### src/rtl/adc_sample_decimator.sv
// Block-averaging decimator for the ADC1410 ch1/ch2 sample stream: sums 2^k samples per channel
// and presents one floor-averaged pair per window on a valid/ready output with sticky overrun.
module adc_sample_decimator #(
  parameter int unsigned DATA_SIZE      = 16,
  parameter int unsigned DECIM_LOG2_MAX = 8
) (
  input  logic                 i_sys_clock,
  input  logic                 i_reset,
  input  logic                 i_init_done,
  input  logic                 i_enable,
  input  logic [3:0]           i_decim_log2,
  input  logic                 i_sample_valid,
  input  logic [DATA_SIZE-1:0] i_data_ch1,
  input  logic [DATA_SIZE-1:0] i_data_ch2,
  output logic [DATA_SIZE-1:0] o_data_ch1,
  output logic [DATA_SIZE-1:0] o_data_ch2,
  output logic                 o_valid,
  input  logic                 i_ready,
  output logic                 o_overrun,
  input  logic                 i_clear_overrun
);

  localparam int unsigned AccW = DATA_SIZE + DECIM_LOG2_MAX;
  localparam int unsigned CntW = (DECIM_LOG2_MAX > 0) ? DECIM_LOG2_MAX : 1;
  localparam logic [3:0]  KMax = 4'(DECIM_LOG2_MAX);

  typedef enum logic [0:0] {StIdle, StAccum} state_e;

  state_e                state_q, state_d;
  logic [3:0]            k_eff_q, k_eff_d;
  logic [CntW-1:0]       count_q, count_d;
  logic signed [AccW-1:0] acc1_q, acc1_d;
  logic signed [AccW-1:0] acc2_q, acc2_d;
  logic [DATA_SIZE-1:0]  data1_q, data1_d;
  logic [DATA_SIZE-1:0]  data2_q, data2_d;
  logic                  valid_q, valid_d;
  logic                  overrun_q, overrun_d;

  logic                  run;
  logic [3:0]            k_clamped;
  logic [CntW-1:0]       win_last;
  logic signed [AccW-1:0] sum1, sum2;
  logic signed [AccW-1:0] avg1, avg2;
  logic                  win_done;
  logic                  load;
  logic                  drop;

  assign run       = i_init_done & i_enable;
  assign k_clamped = (i_decim_log2 > KMax) ? KMax : i_decim_log2;

  // Last count index of the window: 2^k_eff - 1, i.e. the low k_eff bits set.
  always_comb begin
    win_last = '0;
    for (int i = 0; i < int'(CntW); i++) begin
      win_last[i] = (i < int'(k_eff_q));
    end
  end

  assign sum1 = acc1_q + {{DECIM_LOG2_MAX{i_data_ch1[DATA_SIZE-1]}}, i_data_ch1};
  assign sum2 = acc2_q + {{DECIM_LOG2_MAX{i_data_ch2[DATA_SIZE-1]}}, i_data_ch2};
  assign avg1 = sum1 >>> k_eff_q;
  assign avg2 = sum2 >>> k_eff_q;

  always_comb begin
    state_d  = state_q;
    k_eff_d  = k_eff_q;
    count_d  = count_q;
    acc1_d   = acc1_q;
    acc2_d   = acc2_q;
    win_done = 1'b0;
    case (state_q)
      StIdle: begin
        if (run) begin
          state_d = StAccum;
          k_eff_d = k_clamped;
          count_d = '0;
          acc1_d  = '0;
          acc2_d  = '0;
        end
      end
      StAccum: begin
        if (!run) begin
          // Partial window is discarded; any pending output pair is left alone.
          state_d = StIdle;
          count_d = '0;
          acc1_d  = '0;
          acc2_d  = '0;
        end else if (i_sample_valid) begin
          if (count_q == win_last) begin
            win_done = 1'b1;
            k_eff_d  = k_clamped;
            count_d  = '0;
            acc1_d   = '0;
            acc2_d   = '0;
          end else begin
            count_d = count_q + 1'b1;
            acc1_d  = sum1;
            acc2_d  = sum2;
          end
        end
      end
      default: state_d = StIdle;
    endcase
  end

  // A finished window loads only if the output slot is free or being drained this cycle.
  assign load = win_done & (~valid_q | i_ready);
  assign drop = win_done & valid_q & ~i_ready;

  always_comb begin
    data1_d   = data1_q;
    data2_d   = data2_q;
    valid_d   = valid_q;
    overrun_d = overrun_q;
    if (load) begin
      data1_d = avg1[DATA_SIZE-1:0];
      data2_d = avg2[DATA_SIZE-1:0];
      valid_d = 1'b1;
    end else if (valid_q && i_ready) begin
      valid_d = 1'b0;
    end
    if (drop) begin
      overrun_d = 1'b1;
    end else if (i_clear_overrun) begin
      overrun_d = 1'b0;
    end
  end

  always_ff @(posedge i_sys_clock or negedge i_reset) begin
    if (!i_reset) begin
      state_q   <= StIdle;
      k_eff_q   <= '0;
      count_q   <= '0;
      acc1_q    <= '0;
      acc2_q    <= '0;
      data1_q   <= '0;
      data2_q   <= '0;
      valid_q   <= 1'b0;
      overrun_q <= 1'b0;
    end else begin
      state_q   <= state_d;
      k_eff_q   <= k_eff_d;
      count_q   <= count_d;
      acc1_q    <= acc1_d;
      acc2_q    <= acc2_d;
      data1_q   <= data1_d;
      data2_q   <= data2_d;
      valid_q   <= valid_d;
      overrun_q <= overrun_d;
    end
  end

  assign o_data_ch1 = data1_q;
  assign o_data_ch2 = data2_q;
  assign o_valid    = valid_q;
  assign o_overrun  = overrun_q;

endmodule
### config.mk
export PLATFORM = sky130hd
export DESIGN_NAME = adc_sample_decimator
export DESIGN_NICKNAME = d
export VERILOG_FILES = /design/src/rtl/adc_sample_decimator.sv
export SDC_FILE = /design/constraint.sdc
export NUM_CORES = 1
export LEC_CHECK = 0
export BUFFER_PORTS_ARGS = -buffer_cell sky130_fd_sc_hd__buf_2
export CORE_MARGIN = 2
export CORE_UTILIZATION = 50
export DETAILED_ROUTE_END_ITERATION = 8
export GPL_ROUTABILITY_DRIVEN = 0
export PLACE_DENSITY = 0.7
export SLEW_MARGIN = 20
export SYNTH_ARGS = -nofsm -noshare
export SYNTH_HDL_FRONTEND = slang
export SYNTH_SLANG_ARGS = --single-unit
### constraint.sdc
create_clock -name i_sys_clock -period 3.7 [get_ports i_sys_clock]
set_input_delay 0.555 -clock i_sys_clock [delete_from_list [all_inputs] [get_ports i_sys_clock]]
set_output_delay 0.555 -clock i_sys_clock [all_outputs]
set_load 0.05 [all_outputs]
==> impl_results.md, run 1 <==
* Distinct cells, synth at 83
* Synth Warn # at 0
* Pin count of the biggest net entering global routing at 61
* Hold bufs inserted after CTS at 0
* Power Dens Cells at 388 nW/um^2
* Avg Synthesized Cell Area at 8.45 sq um
* Average wire per standard cell at 19.0 um
* Final hold violations at 0
* Sequential share of the synthesized area at 28.7%
* Number of max-cap violations at 0
* Total clock sinks at 95
* Total Routing Usage GR at 27.7%
* Ys async rst share at 100%
* Chip Width at 133 um
* Final Non-Filler Cells at 1264
* Post-route minimum period at 3.39 ns
* Crit Path Category: flop to flop
* Antenna-violating nets left at 0
* Antenna violations before repair at 0
* DRT iter0 DRCs at 706
* CORE AREA at 16400 sq um
* Most frequent cells in the layout: 95 x dfrtp_1, 94 x nand2_1, 87 x a21oi_1
* Post-synth EDFFs at 0
* Slew @ Worst Pin at 1.05 ns
* Initial Util at 50.4%
* CTS max path bufs at 2
* Clock Pin Slew Worst Setup and Hold Paths at 0.08 ns
* Fmax at 295 MHz
* Worst reg2reg startpoint: acc1_q[0]
* Die height at 133 um
* Filler Cells Inserted at 1493
* RSZ-0062 raised after global routing: no
* Most common cell after layout, fill and taps aside: dfrtp_1
* Reg2Reg Setup Slack at 0.31 ns
* Post-synth top flop: dfrtp_1
* Layout cells sized above 1 at 16.1%
* Post-DP Area at 8940 sq um
* Inserted Diodes at 0
* Layout Area Growth over Synthesis at 11.5%
* Top-Level Pins at 77
* IO buf count at 76
* Result of the run: completed
* Nets at 1131
* Cells after Synth at 980
* Relative slew margins at 30.0%
* Pre-CTS setup slack at 0.0788 ns
* DRT Pass-1 Iters at 8
* Synthesized area at 8280 sq um
* Worst Path Arrival at 3.63 ns
* Reg-to-Reg End: o_data_ch1[9]
* Die area at 17600 sq um
* Crit share post-route at 91.5%
* Setup ws final at 0.313 ns
* Drt total wl at 24.1 mm
* First-pass GRT wire length at 39.4 mm
* Row Count at 47
* Hpwl dp at 17.8 mm
* Max VDD drop at 0.242 mV
* Vias per std cell at 6.31
* Vias at 7981
* Fin Setup TNS at 0 ns
* Post-Syn Nets at 1072
* Insertion delay to the later sink of the worst-skew pair at 0.36 ns
* Placed insts at 1248
* R2R cell count at 13
* Setup Fix Bufs, Post-CTS at 0
* Startpoint types: flop
* Crit path max fanout at 4
* Post-cts sizing count at 0
* Post-layout util at 56.3%
* Vias in the first global route at 7639
* LEAKAGE at 4.46 nW
* Element type at the critical path end: flop
* Fin. max-slew vios at 0
* Design Area, Final at 9230 sq um
* DRC at 0
* Critical path required time at 3.94 ns
* CTS buffer count at 9
* Worst Hold Class: input pin to asynchronous set/reset pin
* Clock skew at 0.00757 ns
* CTS tree: built
* GRT overflow at 0
* Root Buffer: clkbuf_16
* H-tree Lvls at 3
* FF+latch count, synth at 95
* Final setup violating endpoints at 0
[synthesized netlist by cell type (12+ instances only)]
library cell / instances / area (sq um)
a211oi_1: 19 / 143
a21o_1: 23 / 173
a21oi_1: 87 / 435
a22o_1: 37 / 324
a31oi_1: 15 / 93.8
and2_1: 17 / 106
and3_1: 15 / 93.8
buf_2: 12 / 60.1
clkbuf_1: 36 / 135
dfrtp_1: 95 / 2380
ha_1: 47 / 588
inv_1: 15 / 56.3
mux2_2: 19 / 214
mux2i_1: 50 / 500
nand2_1: 94 / 353
nand3_1: 19 / 95.1
nand4_1: 12 / 75.1
nor2_1: 78 / 293
nor3_1: 17 / 85.1
o211ai_1: 14 / 105
o21ai_0: 60 / 300
o22ai_1: 12 / 75.1
xnor2_1: 26 / 228
xor2_1: 21 / 184
[area by class of cell]
| class | count | area (sq um) | area share, % |
|---|---|---|---|
| Sequential cell | 95 | 2380 | 25.8 |
| Inverter | 18 | 67.6 | 0.732 |
| Multi-Input combinational cell | 806 | 5580 | 60.5 |
| Clock inverter | 7 | 60.1 | 0.651 |
| Clock buffer | 9 | 225 | 2.44 |
| Tap cell | 220 | 275 | 2.98 |
| Timing Repair Buffer | 109 | 643 | 6.97 |
[worst max path at each step]
stage	endpoint	startpoint	cells after the start
finish	o_data_ch1[9]	acc1_q[0]	13
global route	o_data_ch1[9]	acc1_q[0]	13
CTS	o_data_ch1[9]	acc1_q[0]	13
detailed placement	o_data_ch1[9]	i_data_ch1[0]	14
global placement	o_data_ch1[9]	i_data_ch1[0]	14
floorplan	o_data_ch2[9]	i_data_ch2[0]	12
[where the power goes]
part           switching (mW)  internal, mW
Clock                   0.478         0.471
Sequential             0.0685          1.11
Combinational           0.937         0.514
Total                    1.48          2.10
[logic make-up (layout without fill, tap and decap cells)]
family,count (synthesis),after routing,share of synthesized area (%)
AOI/OAI and AO/OA,342,342,27.9
xor gates and xnor gates,47,47,4.97
adders and majority gates,49,49,7.59
buffers and inverters,79,143,3.87
DFF,95,95,28.7
muxes,74,74,9.99
and+or+nand+nor,294,294,16.9
[state kept, by name, indices dropped and copies added, names as in the netlist]
signal      count
o_valid         1
count_q         8
k_eff_q         4
o_data_ch2     16
o_data_ch1     16
state_q         1
acc1_q         24
o_overrun       1
acc2_q         24
[per-stage QoR]
stage | power (mW) | hold slack [ns]
3_3_place_gp | 2.62 | 0.452
2_1_floorplan | 2.24 | 0.259
4_1_cts | 3.57 | 0.315
5_1_grt | 3.76 | 0.351
3_5_place_dp | 2.63 | 0.456
6_report | 3.58 | 0.277
[critical path, stage by stage, from the launching register on]
cell and delay, ns:
dfrtp_1 0.35, ha_1 0.17, inv_1 0.06, fa_1 0.39
and2b_1 0.25, o2111ai_1 0.18, a21oi_1 0.28, or4_1 0.16
o2111ai_1 0.18, mux4_2 0.52, mux2_2 0.30, or3_1 0.31
o21ai_1 0.08, a21oi_1 0.05
[layer usage]
metal | track usage, % | up-vias | part of all wire (%)
met5 | 0 | - | 0
met4 | 11.8 | 0 | 3.8
met3 | 4.14 | 67 | 5.8
met2 | 45.7 | 296 | 48
met1 | 36.3 | 3793 | 43
li1 | - | 3825 | -
Note: power is estimated with default switching activity, not from simulation.
==> run 2: changes to the inputs <==
CORE_MARGIN = default   (was 2)
CTS_BUF_LIST = sky130_fd_sc_hd__clkbuf_4   (was default)
==> run 2 against run 1 <==
- combinational power about the same
- first-iteration DRC count up 43%
- worst setup slack worse by 0.069 ns
- total power down 11%
- critical path type unchanged
- global-route usage up 2.3 points
- clock skew up 0.015 ns
- largest cell class unchanged
- wire length up 2.1%
- sequential cell count unchanged
- sequential power about the same
- non-clock buffer count up 1
- utilization up 0.33 points
==> impl_results.md, run 2 (synthesis gave the netlist of run 1 again) <==
* RSZ-0062 raised after global routing: no
* CORE AREA at 16000 sq um (-2.5%)
* Worst Path Arrival at 3.86 ns (+0.23 ns)
* Setup ws final at 0.244 ns (-0.0688 ns)
* Max incr delay on CP at 0.52 ns (about the same)
* Top flop regs: acc1_q x24, acc2_q x24
* Crit Path Category: flop to flop
* CP cell instances: ha_1 -> inv_1 -> fa_1 -> and2b_1 -> o2111ai_1 -> a21oi_1 -> nor2_1 -> o311ai_1 -> mux2_2 -> mux2i_1 -> mux2i_1 -> nor2_1 -> a311oi_1
* Power Dens Cells at 354 nW/um^2 (-8.8%)
* Chip Width at 131 um (-1.5%)
* Fin Setup TNS at 0 ns (unchanged)
* DRT Pass-1 Iters at 5 (-3)
* Most common cell after layout, fill and taps aside: dfrtp_1
* DRC at 0 (unchanged)
* Relative slew margins at 37.8% (+7.8 points)
* Post-cts sizing count at 0 (unchanged)
* Top-Level Pins at 77 (unchanged)
* Slew @ Worst Pin at 0.933 ns (-0.117 ns)
* Final hold violations at 0 (unchanged)
* Drt total wl at 24.6 mm (+2.1%)
* Pre-CTS setup slack at 0.0650 ns (-0.0137 ns)
* CP delay by family, top: compound AO/OA/AOI/OAI gates
* Startpoint types: flop
* Power consumption at 3.20 mW (-11%)
* Buffers & Inverters on Critical Path at 1 (unchanged)
* Setup Fix Bufs, Post-CTS at 0 (unchanged)
* Critical path required time at 4.11 ns (+0.17 ns)
* Final setup violating endpoints at 0 (unchanged)
* Post-route minimum period at 3.46 ns (+0.0688 ns)
* H-tree Lvls at 3 (unchanged)
* First-pass GRT wire length at 39.4 mm (about the same)
* Worst path slowest cell: o311ai_1
* Average wire per standard cell at 19.5 um (+2.2%)
* Total Routing Usage GR at 30.0% (+2.3 points)
* Antenna violations before repair at 1 (+1)
* Layout cells sized above 1 at 16.1% (about the same)
* Worst Hold Class: input pin to asynchronous set/reset pin
* Filler Cells Inserted at 1557 (+4.3%)
* Nets at 1132 (+0.088%)
* Initial Util at 51.7% (+1.3 points)
* DRT iter0 DRCs at 1008 (+43%)
* CTS tree: built
* Vias in the first global route at 7299 (-4.5%)
* Total clock sinks at 95 (unchanged)
* Reg2Reg Setup Slack at 0.24 ns (-0.07 ns)
* Fmax at 289 MHz (-2.0%)
* Layout Area Growth over Synthesis at 9.40%
* Hold bufs inserted after CTS at 0 (unchanged)
* Clock skew at 0.0230 ns (+0.0155 ns)
* Clock Pin Slew Worst Setup and Hold Paths at 0.16 ns (+0.08 ns)
* Root Buffer: clkbuf_4
* Insertion delay to the later sink of the worst-skew pair at 0.51 ns (+0.15 ns)
* Vias at 8125 (+1.8%)
* Result of the run: completed
* Max VDD drop at 0.302 mV (+25%)
* Number of max-cap violations at 0 (unchanged)
* Crit path max fanout at 4 (unchanged)
* Most frequent cells in the layout: 95 x dfrtp_1, 94 x nand2_1, 87 x a21oi_1
* CTS max path bufs at 2 (unchanged)
* Die area at 17100 sq um (-3.0%)
* Antenna-violating nets left at 0 (unchanged)
* IO buf count at 76 (unchanged)
* Fin. max-slew vios at 0 (unchanged)
* Crit share post-route at 93.4% (+1.9 points)
* Hpwl dp at 17.9 mm (+0.36%)
* Element type at the critical path end: flop
* Pin count of the biggest net entering global routing at 73 (+20%)
* GRT overflow at 0 (unchanged)
* CTS buffer count at 9 (unchanged)
* Die height at 131 um (-1.5%)
* Vias per std cell at 6.44 (+2.0%)
* Row Count at 46 (-2.1%)
* LEAKAGE at 4.39 nW (-1.7%)
[run 2: changes by cell type in the layout (fill, tap and decap cells not counted), moves of 2 or more]
cell | previous run | this run
clkbuf_16 | 9 | 0
inv_6 | 3 | 0
buf_4 | 33 | 35
clkbuf_4 | 0 | 11
[run 2: stage by stage]
step	cell area [sq um]	hold slack, ns	cells	util [%]
after floorplan	8280	0.259	980	-
after CTS	9050	0.213	1261	56.6
after global placement	8930	0.451	1245	55.8
after detailed placement	8930	0.458	1245	55.8
final	9050	0.159	1262	56.6
after global routing	9050	0.207	1262	56.6
[run 2: final timing paths]
path,from,endpoint,cells after the start
worst min-delay path,i_reset,acc1_q[13],1
worst max register to register,acc1_q[0],o_data_ch1[10],13
worst min register to register,o_data_ch2[2],o_data_ch2[2],2
max in group asynchronous,i_reset,o_data_ch2[4],2
worst max-delay path,acc1_q[0],o_data_ch1[10],13
min in group i_sys_clock,i_clear_overrun,o_overrun,2
[run 2: report_power, final]
part           internal, mW  switching [mW]  total [mW]
Sequential             1.11          0.0715        1.18
Clock                 0.154           0.395       0.549
Combinational         0.512           0.958        1.47
[run 2: worst register-to-register path: stages (launching register included)]
cell	delay, ns
dfrtp_1	0.41
ha_1	0.17
inv_1	0.05
fa_1	0.39
and2b_1	0.25
o2111ai_1	0.18
a21oi_1	0.30
nor2_1	0.12
o311ai_1	0.52
mux2_2	0.29
mux2i_1	0.13
mux2i_1	0.26
nor2_1	0.07
a311oi_1	0.22
[run 2: layout make-up]
class / count / area (sq um) / share of cell area [%]
well taps: 216 / 270 / 2.98
clock inverters: 5 / 35.0 / 0.387
repair buffers: 110 / 638 / 7.05
multi-input cells: 806 / 5580 / 61.6
diodes: 1 / 2.50 / 0.0276
inverters: 18 / 67.6 / 0.746
clock buffers: 11 / 82.6 / 0.912
flip-flops and latches: 95 / 2380 / 26.3
[run 2: per-layer routing]
layer	vias up	wire length [um]	share of wire, %	global-route usage, %
li1	3826	-	-	-
met1	3841	12000	49	46.6
met2	408	10000	41	41.7
met3	50	1980	8.1	4.40
met4	0	595	2.4	10.1
met5	-	0	0	0
